## src/rtl/nn_fixed_pkg.sv

```systemverilog
// Shared Q32.32 fixed-point constants, FSM state type and saturating add
// used by the neuron activation datapath.
package nn_fixed_pkg;

    localparam int          FRAC_BITS   = 32;
    localparam logic [63:0] ONE         = 64'h0000_0001_0000_0000;
    localparam logic [63:0] HALF        = 64'h0000_0000_8000_0000;

    // PLAN sigmoid breakpoints on |z|
    localparam logic [63:0] BP_1_0      = 64'h0000_0001_0000_0000;
    localparam logic [63:0] BP_2_375    = 64'h0000_0002_6000_0000;
    localparam logic [63:0] BP_5_0      = 64'h0000_0005_0000_0000;

    // PLAN segment offsets
    localparam logic [63:0] OFF_0_5     = 64'h0000_0000_8000_0000;
    localparam logic [63:0] OFF_0_625   = 64'h0000_0000_A000_0000;
    localparam logic [63:0] OFF_0_84375 = 64'h0000_0000_D800_0000;

    localparam logic [63:0] SAT_MAX     = 64'h7FFF_FFFF_FFFF_FFFF;
    localparam logic [63:0] SAT_MIN     = 64'h8000_0000_0000_0000;

    typedef enum logic [1:0] {
        ST_IDLE  = 2'd0,
        ST_ACCUM = 2'd1,
        ST_SIG   = 2'd2,
        ST_DONE  = 2'd3
    } nau_state_e;

    // Signed 64-bit add that clamps to SAT_MAX/SAT_MIN instead of wrapping.
    function automatic logic [63:0] sat_add(input logic [63:0] a, input logic [63:0] b);
        logic [64:0] s;
        s = {a[63], a} + {b[63], b};
        if (s[64] != s[63])
            return s[64] ? SAT_MIN : SAT_MAX;
        return s[63:0];
    endfunction

endpackage

```

## src/rtl/neuron_activation_unit_if.sv

```systemverilog
// Job, beat-stream and result signals between the forward-propagation
// sequencer (master) and the neuron activation unit (slave).
interface neuron_activation_unit_if #(
    parameter int IDX_W = 8
);
    import nn_fixed_pkg::*;

    // Beat handshake: a beat transfers on a rising edge where in_valid && in_ready.
    // in_ready is high only while the unit is accumulating; start is sampled in IDLE only.
    logic             start;
    logic [IDX_W-1:0] layer_idx;
    logic [IDX_W-1:0] neuron_idx;
    logic [63:0]      bias;
    logic             in_valid;
    logic [31:0]      x_in;
    logic [31:0]      w_in;
    logic             in_ready;
    logic             busy;
    logic             done;
    logic [63:0]      act_out;
    logic [63:0]      sig_out;
    logic [IDX_W-1:0] out_layer;
    logic [IDX_W-1:0] out_neuron;
    nau_state_e       state_dbg;

    modport master (
        output start, layer_idx, neuron_idx, bias, in_valid, x_in, w_in,
        input  in_ready, busy, done, act_out, sig_out, out_layer, out_neuron, state_dbg
    );

    modport slave (
        input  start, layer_idx, neuron_idx, bias, in_valid, x_in, w_in,
        output in_ready, busy, done, act_out, sig_out, out_layer, out_neuron, state_dbg
    );

endinterface

```

## src/rtl/neuron_activation_unit_sigmoid_plan.sv

```systemverilog
// Combinational piecewise-linear (PLAN) sigmoid: signed Q32.32 in,
// unsigned Q32.32 out in [0, 1].
module sigmoid_plan
    import nn_fixed_pkg::*;
(
    input  logic [63:0] z,
    output logic [63:0] sig
);

    logic [63:0] a;
    logic [63:0] y;

    always_comb begin
        // The most negative value has no positive twin; clamp its magnitude.
        if (!z[63])
            a = z;
        else if (z == SAT_MIN)
            a = SAT_MAX;
        else
            a = -z;

        if (a >= BP_5_0)
            y = ONE;
        else if (a >= BP_2_375)
            y = (a >> 5) + OFF_0_84375;
        else if (a >= BP_1_0)
            y = (a >> 3) + OFF_0_625;
        else
            y = (a >> 2) + OFF_0_5;

        sig = z[63] ? (ONE - y) : y;
    end

endmodule

```

## src/rtl/neuron_activation_unit.sv

```systemverilog
// Single-neuron engine: bias-seeded saturating MAC over N_INPUTS beats,
// then a registered PLAN sigmoid of the sum.
module neuron_activation_unit
    import nn_fixed_pkg::*;
#(
    parameter int N_INPUTS = 10,
    parameter int IDX_W    = 8
) (
    input logic                  clk,
    input logic                  rst,
    neuron_activation_unit_if.slave bus
);

    localparam int CNT_W = (N_INPUTS > 1) ? $clog2(N_INPUTS) : 1;
    localparam logic [CNT_W-1:0] LAST_BEAT = CNT_W'(N_INPUTS - 1);

    nau_state_e       state;
    logic [63:0]      acc;
    logic [CNT_W-1:0] cnt;
    logic [IDX_W-1:0] layer_q;
    logic [IDX_W-1:0] neuron_q;
    logic [63:0]      act_q;
    logic [63:0]      sig_q;
    logic [IDX_W-1:0] out_layer_q;
    logic [IDX_W-1:0] out_neuron_q;
    logic             done_q;
    logic             busy_q;
    logic             in_ready_q;

    logic [63:0] prod;
    logic [63:0] sig_c;

    // Q16.16 x Q16.16 gives an exact Q32.32 product in 64 bits.
    assign prod = $signed({{32{bus.x_in[31]}}, bus.x_in}) * $signed({{32{bus.w_in[31]}}, bus.w_in});

    sigmoid_plan u_sigmoid (
        .z   (acc),
        .sig (sig_c)
    );

    always_ff @(posedge clk) begin
        if (rst) begin
            state        <= ST_IDLE;
            acc          <= '0;
            cnt          <= '0;
            layer_q      <= '0;
            neuron_q     <= '0;
            act_q        <= '0;
            sig_q        <= '0;
            out_layer_q  <= '0;
            out_neuron_q <= '0;
            done_q       <= 1'b0;
            busy_q       <= 1'b0;
            in_ready_q   <= 1'b0;
        end else begin
            case (state)
                ST_IDLE: begin
                    if (bus.start) begin
                        layer_q    <= bus.layer_idx;
                        neuron_q   <= bus.neuron_idx;
                        acc        <= bus.bias;
                        cnt        <= '0;
                        busy_q     <= 1'b1;
                        in_ready_q <= 1'b1;
                        state      <= ST_ACCUM;
                    end
                end
                ST_ACCUM: begin
                    if (bus.in_valid && in_ready_q) begin
                        acc <= sat_add(acc, prod);
                        if (cnt == LAST_BEAT) begin
                            in_ready_q <= 1'b0;
                            state      <= ST_SIG;
                        end else begin
                            cnt <= cnt + CNT_W'(1);
                        end
                    end
                end
                ST_SIG: begin
                    act_q        <= acc;
                    sig_q        <= sig_c;
                    out_layer_q  <= layer_q;
                    out_neuron_q <= neuron_q;
                    done_q       <= 1'b1;
                    state        <= ST_DONE;
                end
                ST_DONE: begin
                    done_q <= 1'b0;
                    busy_q <= 1'b0;
                    state  <= ST_IDLE;
                end
                default: state <= ST_IDLE;
            endcase
        end
    end

    assign bus.in_ready   = in_ready_q;
    assign bus.busy       = busy_q;
    assign bus.done       = done_q;
    assign bus.act_out    = act_q;
    assign bus.sig_out    = sig_q;
    assign bus.out_layer  = out_layer_q;
    assign bus.out_neuron = out_neuron_q;
    assign bus.state_dbg  = state;

endmodule

```

## src/flat_wrapper.sv

```systemverilog
// flat-port wrapper written by rule: the top's interface ports become plain ports
module neuron_activation_unit_flat import nn_fixed_pkg::*;
#(
    parameter int N_INPUTS = 10,
    parameter int IDX_W    = 8
)
  (clk, rst, bus_start, bus_layer_idx, bus_neuron_idx, bus_bias, bus_in_valid, bus_x_in, bus_w_in, bus_in_ready, bus_busy, bus_done, bus_act_out, bus_sig_out, bus_out_layer, bus_out_neuron, bus_state_dbg);
  neuron_activation_unit_if #(.IDX_W(IDX_W)) bus_i ();
  input logic clk;
  input logic rst;
  input wire logic [$bits(bus_i.start)-1:0] bus_start;
  input wire logic [$bits(bus_i.layer_idx)-1:0] bus_layer_idx;
  input wire logic [$bits(bus_i.neuron_idx)-1:0] bus_neuron_idx;
  input wire logic [$bits(bus_i.bias)-1:0] bus_bias;
  input wire logic [$bits(bus_i.in_valid)-1:0] bus_in_valid;
  input wire logic [$bits(bus_i.x_in)-1:0] bus_x_in;
  input wire logic [$bits(bus_i.w_in)-1:0] bus_w_in;
  output wire logic [$bits(bus_i.in_ready)-1:0] bus_in_ready;
  output wire logic [$bits(bus_i.busy)-1:0] bus_busy;
  output wire logic [$bits(bus_i.done)-1:0] bus_done;
  output wire logic [$bits(bus_i.act_out)-1:0] bus_act_out;
  output wire logic [$bits(bus_i.sig_out)-1:0] bus_sig_out;
  output wire logic [$bits(bus_i.out_layer)-1:0] bus_out_layer;
  output wire logic [$bits(bus_i.out_neuron)-1:0] bus_out_neuron;
  output wire logic [$bits(bus_i.state_dbg)-1:0] bus_state_dbg;
  assign bus_i.start = bus_start;
  assign bus_i.layer_idx = bus_layer_idx;
  assign bus_i.neuron_idx = bus_neuron_idx;
  assign bus_i.bias = bus_bias;
  assign bus_i.in_valid = bus_in_valid;
  assign bus_i.x_in = bus_x_in;
  assign bus_i.w_in = bus_w_in;
  assign bus_in_ready = bus_i.in_ready;
  assign bus_busy = bus_i.busy;
  assign bus_done = bus_i.done;
  assign bus_act_out = bus_i.act_out;
  assign bus_sig_out = bus_i.sig_out;
  assign bus_out_layer = bus_i.out_layer;
  assign bus_out_neuron = bus_i.out_neuron;
  assign bus_state_dbg = bus_i.state_dbg;
  neuron_activation_unit #(.N_INPUTS(N_INPUTS), .IDX_W(IDX_W)) u_core (.clk(clk), .rst(rst), .bus(bus_i));
endmodule
```

## config.mk

```make
export PLATFORM = sky130hd
export DESIGN_NAME = neuron_activation_unit_flat
export DESIGN_NICKNAME = d
export VERILOG_FILES = /design/src/rtl/nn_fixed_pkg.sv /design/src/rtl/neuron_activation_unit_if.sv /design/src/rtl/neuron_activation_unit_sigmoid_plan.sv /design/src/rtl/neuron_activation_unit.sv /design/src/flat_wrapper.sv
export SDC_FILE = /design/constraint.sdc
export NUM_CORES = 2
export LEC_CHECK = 0
export BUFFER_PORTS_ARGS = -buffer_cell sky130_fd_sc_hd__buf_4
export CAP_MARGIN = 20
export CORE_MARGIN = 8
export CORE_UTILIZATION = 64
export CTS_BUF_LIST = sky130_fd_sc_hd__clkbuf_16
export CTS_CLUSTER_DIAMETER = 120
export DETAILED_ROUTE_END_ITERATION = 10
export GPL_TIMING_DRIVEN = 0
export PLACE_DENSITY = 0.83
export SYNTH_ARGS = -nofsm -noshare
export SYNTH_HDL_FRONTEND = slang
export SYNTH_SLANG_ARGS = --single-unit
```

## constraint.sdc

```tcl
create_clock -name clk -period 12.35 [get_ports clk]
set_input_delay 0.6175 -clock clk [delete_from_list [all_inputs] [get_ports clk]]
set_output_delay 0.6175 -clock clk [all_outputs]
set_load 0.02 [all_outputs]
```

==> results.tsv <==
metric	value	unit
status	finished, final reports clean	
I/O Pins	297	
FF-to-FF End	u_core.acc[22]$_SDFFE_PP0P_	
post-route setup slack	0.671	ns
GPL Wtd Cong	1.05	
Area Overhead vs Synth	8.43	%
latest clock arrival within the worst-skew pair	0.57	ns
Final Slew Violations	0	
total gr overflow	0	
most frequent cells in the layout	1356 x inv_1, 1222 x fa_1, 784 x nand2_1	
layout cells sized above 1	0.0619	
Hold Crit Depth	3	
first-pass GRT wire length	306000	um
crit start category	primary input	
Non-Filler Instances	7528	
I/O Buffers	296	
Die Area	0.0934	mm2
flop2flop setup slack	0.89	ns
Cell Area, Synth	0.0537	mm2
synthesized area per cell	8.82	um2
crit path capture type	flop	
worst hold start	bus_layer_idx[4]	
unique cell type count in the Yosys netlist	94	
Clock Tree Root	clkbuf_16	
CTS Hold Bufs	0	
Yosys warning count	0	
Die Ht	306	um
largest net degree at the start of global routing	33	
EDFF count, synth	0	
fin crit share	0.946	
Simple-Gate Fraction of Synth Area	0.156	
Tmin final	11.68	ns
prevailing post-synth register cell	dfxtp_1	
DRT Pass-1 Iters	7	
post-route design area	0.0582	mm2
Post-route DRC	0	
syn_nets	7689	
Hold Slack	0.318	ns
final antenna-violating net count	0	
Setup-failing EPs final	0	
register area	0.00466	mm2
placed cells	7469	
Rel. slew slack	0.153	
die width	306	um
max_cap viols	0	
GRT Total Usage	0.442	
total CTS buffers	21	
unrepaired setup endpoints after global routing	no	
CP max stage cell	clkbuf_1	
worst r2r src	u_core.acc[21]$_SDFFE_PP0P_	
Post-CTS Resized	0	
Critical Path Most Common Cell	fa_1	
Starting Density	0.644	
worst min path class	primary input to flop	
routed len/inst	27.6	um
Synth Instances	6086	
Seq cells post-synth	233	
critical path data arrival time	12.15	ns
Hold Vio Cnt, Final	0	
Compound-Gate Fraction of Synth Area	0.0847	
sequential share of the synthesized area	0.0869	
CTS tree	yes	
Setup WS pre-CTS	0.243	ns
Clock Sink Count	233	
postcts setup bufs	0	
H-tree levels	1	
Worst Hold Endpoint	u_core.layer_q[4]$_SDFFE_PP0P_	
initial antenna violation count	26	
vias per cell	6.26	
clock skew	0.0316	ns
Post-DP HPWL	176000	um
# fillers	6602	
CTS clk-pin slew, worst paths	0.08	ns
Post-synth ARST share	0	
Worst Setup SP	bus_x_in[19]	
multiplexer share of the synthesized area	0.0183	
CP required	12.82	ns
Critical Path Fanout Max	10	
critical path type	primary input to flop	
vias in the first global route	48480	
Post-DP Area	0.0574	mm2
most common cell after layout, fill and taps aside	inv_1	
routed via count	47121	
Largest stage delay, worst path	0.72	ns
R2R cell count	30	
xor and xnor fraction of the mapped netlist area	0.0230	
largest family of logic cells by synthesized area	adder cells	
footprint of the multi-input gates	0.0426	mm2
core area	0.0833	mm2
area share of fa/ha/maj cells after synthesis	0.511	
Fmax	85.6	MHz
Worst-Margin Slew	1.27	ns
nets	8020	
total wire length	207000	um
row count	106	
1st-iter DRT viols	5755	
CTS Buffer Depth	3	
[worst max-delay path by stage]
stage	end	cells past startpoint
global route	u_core.acc[22]$_SDFFE_PP0P_	32
finish	u_core.acc[22]$_SDFFE_PP0P_	32
detailed placement	u_core.acc[22]$_SDFFE_PP0P_	32
floorplan	u_core.acc[52]$_SDFFE_PP0P_	33
global placement	u_core.acc[16]$_SDFFE_PP0P_	28
CTS	u_core.acc[22]$_SDFFE_PP0P_	32
[registers in the layout (all words and copies together) (netlist names)]
register,count
u_core.acc,64
u_core.bus.act_out,64
u_core.bus.busy,1
u_core.bus.done,1
u_core.bus.in_ready,1
u_core.bus.out_layer,8
u_core.bus.out_neuron,8
u_core.bus.sig_out,64
u_core.bus.state_dbg,2
u_core.cnt,4
u_core.layer_q,8
u_core.neuron_q,8
[metal layers]
metal  vias to the layer above  global-route usage  part of all wire
met2                      3571               0.661              0.43
met1                     23584               0.550              0.35
met4                        12               0.273             0.081
met5                         -             0.00568           0.00076
li1                      19055                   -                 -
met3                       899               0.156              0.14
[cell usage after synthesis (all sizes together) (8+ instances only)]
master / number / area share
a2111oi: 11 / 0.0023
a211oi: 48 / 0.0069
a21o: 53 / 0.0074
a21oi: 174 / 0.016
a221oi: 11 / 0.0018
a311oi: 8 / 0.0013
a31oi: 18 / 0.0021
and2: 427 / 0.050
and3: 19 / 0.0022
buf: 32 / 0.0031
clkbuf: 309 / 0.022
dfxtp: 233 / 0.087
fa: 1222 / 0.46
ha: 233 / 0.054
inv: 1355 / 0.095
mux2i: 96 / 0.018
nand2: 787 / 0.055
nand2b: 19 / 0.0022
nand3: 56 / 0.0052
nand4: 32 / 0.0041
nor2: 281 / 0.020
nor2b: 11 / 0.0013
nor3: 48 / 0.0049
nor4: 18 / 0.0024
o211ai: 36 / 0.0050
o21a: 11 / 0.0015
o21ai: 181 / 0.017
o21bai: 11 / 0.0015
o22ai: 8 / 0.00093
o31ai: 30 / 0.0043
o41ai: 12 / 0.0024
or3: 21 / 0.0025
or4: 13 / 0.0019
xnor2: 118 / 0.019
xor2: 23 / 0.0038
[critical path: cells and delay by family]
family	cells	cell delay, ns
fa+ha+maj	9	4.67
simple gates	6	1.96
xor+xnor	1	0.26
buf+inv	9	2.27
compound gates	7	2.35
[stage by stage]
step                 util  setup TNS (ns)
global placement    0.687           -8.89
finish              0.698               0
CTS                 0.697               0
floorplan               -               0
global route        0.698               0
detailed placement  0.689               0
[kinds of logic after synthesis]
kind of cell	after synthesis
AOI/OAI and AO/OA	693
xor gates and xnor gates	141
adders and majority gates	1461
buffers and inverters	1697
DFF	233
muxes	98
and+or+nand+nor	1763
[area by class of cell]
| class | count | share of cell area |
|---|---|---|
| repair buffers | 309 | 0.0420 |
| inverters | 1356 | 0.0875 |
| diodes | 17 | 0.000731 |
| multi-input cells | 4156 | 0.732 |
| plain buffers | 340 | 0.0229 |
| flip-flops and latches | 233 | 0.0802 |
| clock inverters | 16 | 0.00232 |
| well taps | 1080 | 0.0232 |
| clock buffers | 21 | 0.00903 |
Power is not shown: default switching activity piles up to over one toggle a cycle in this logic, so the estimate is an artifact.
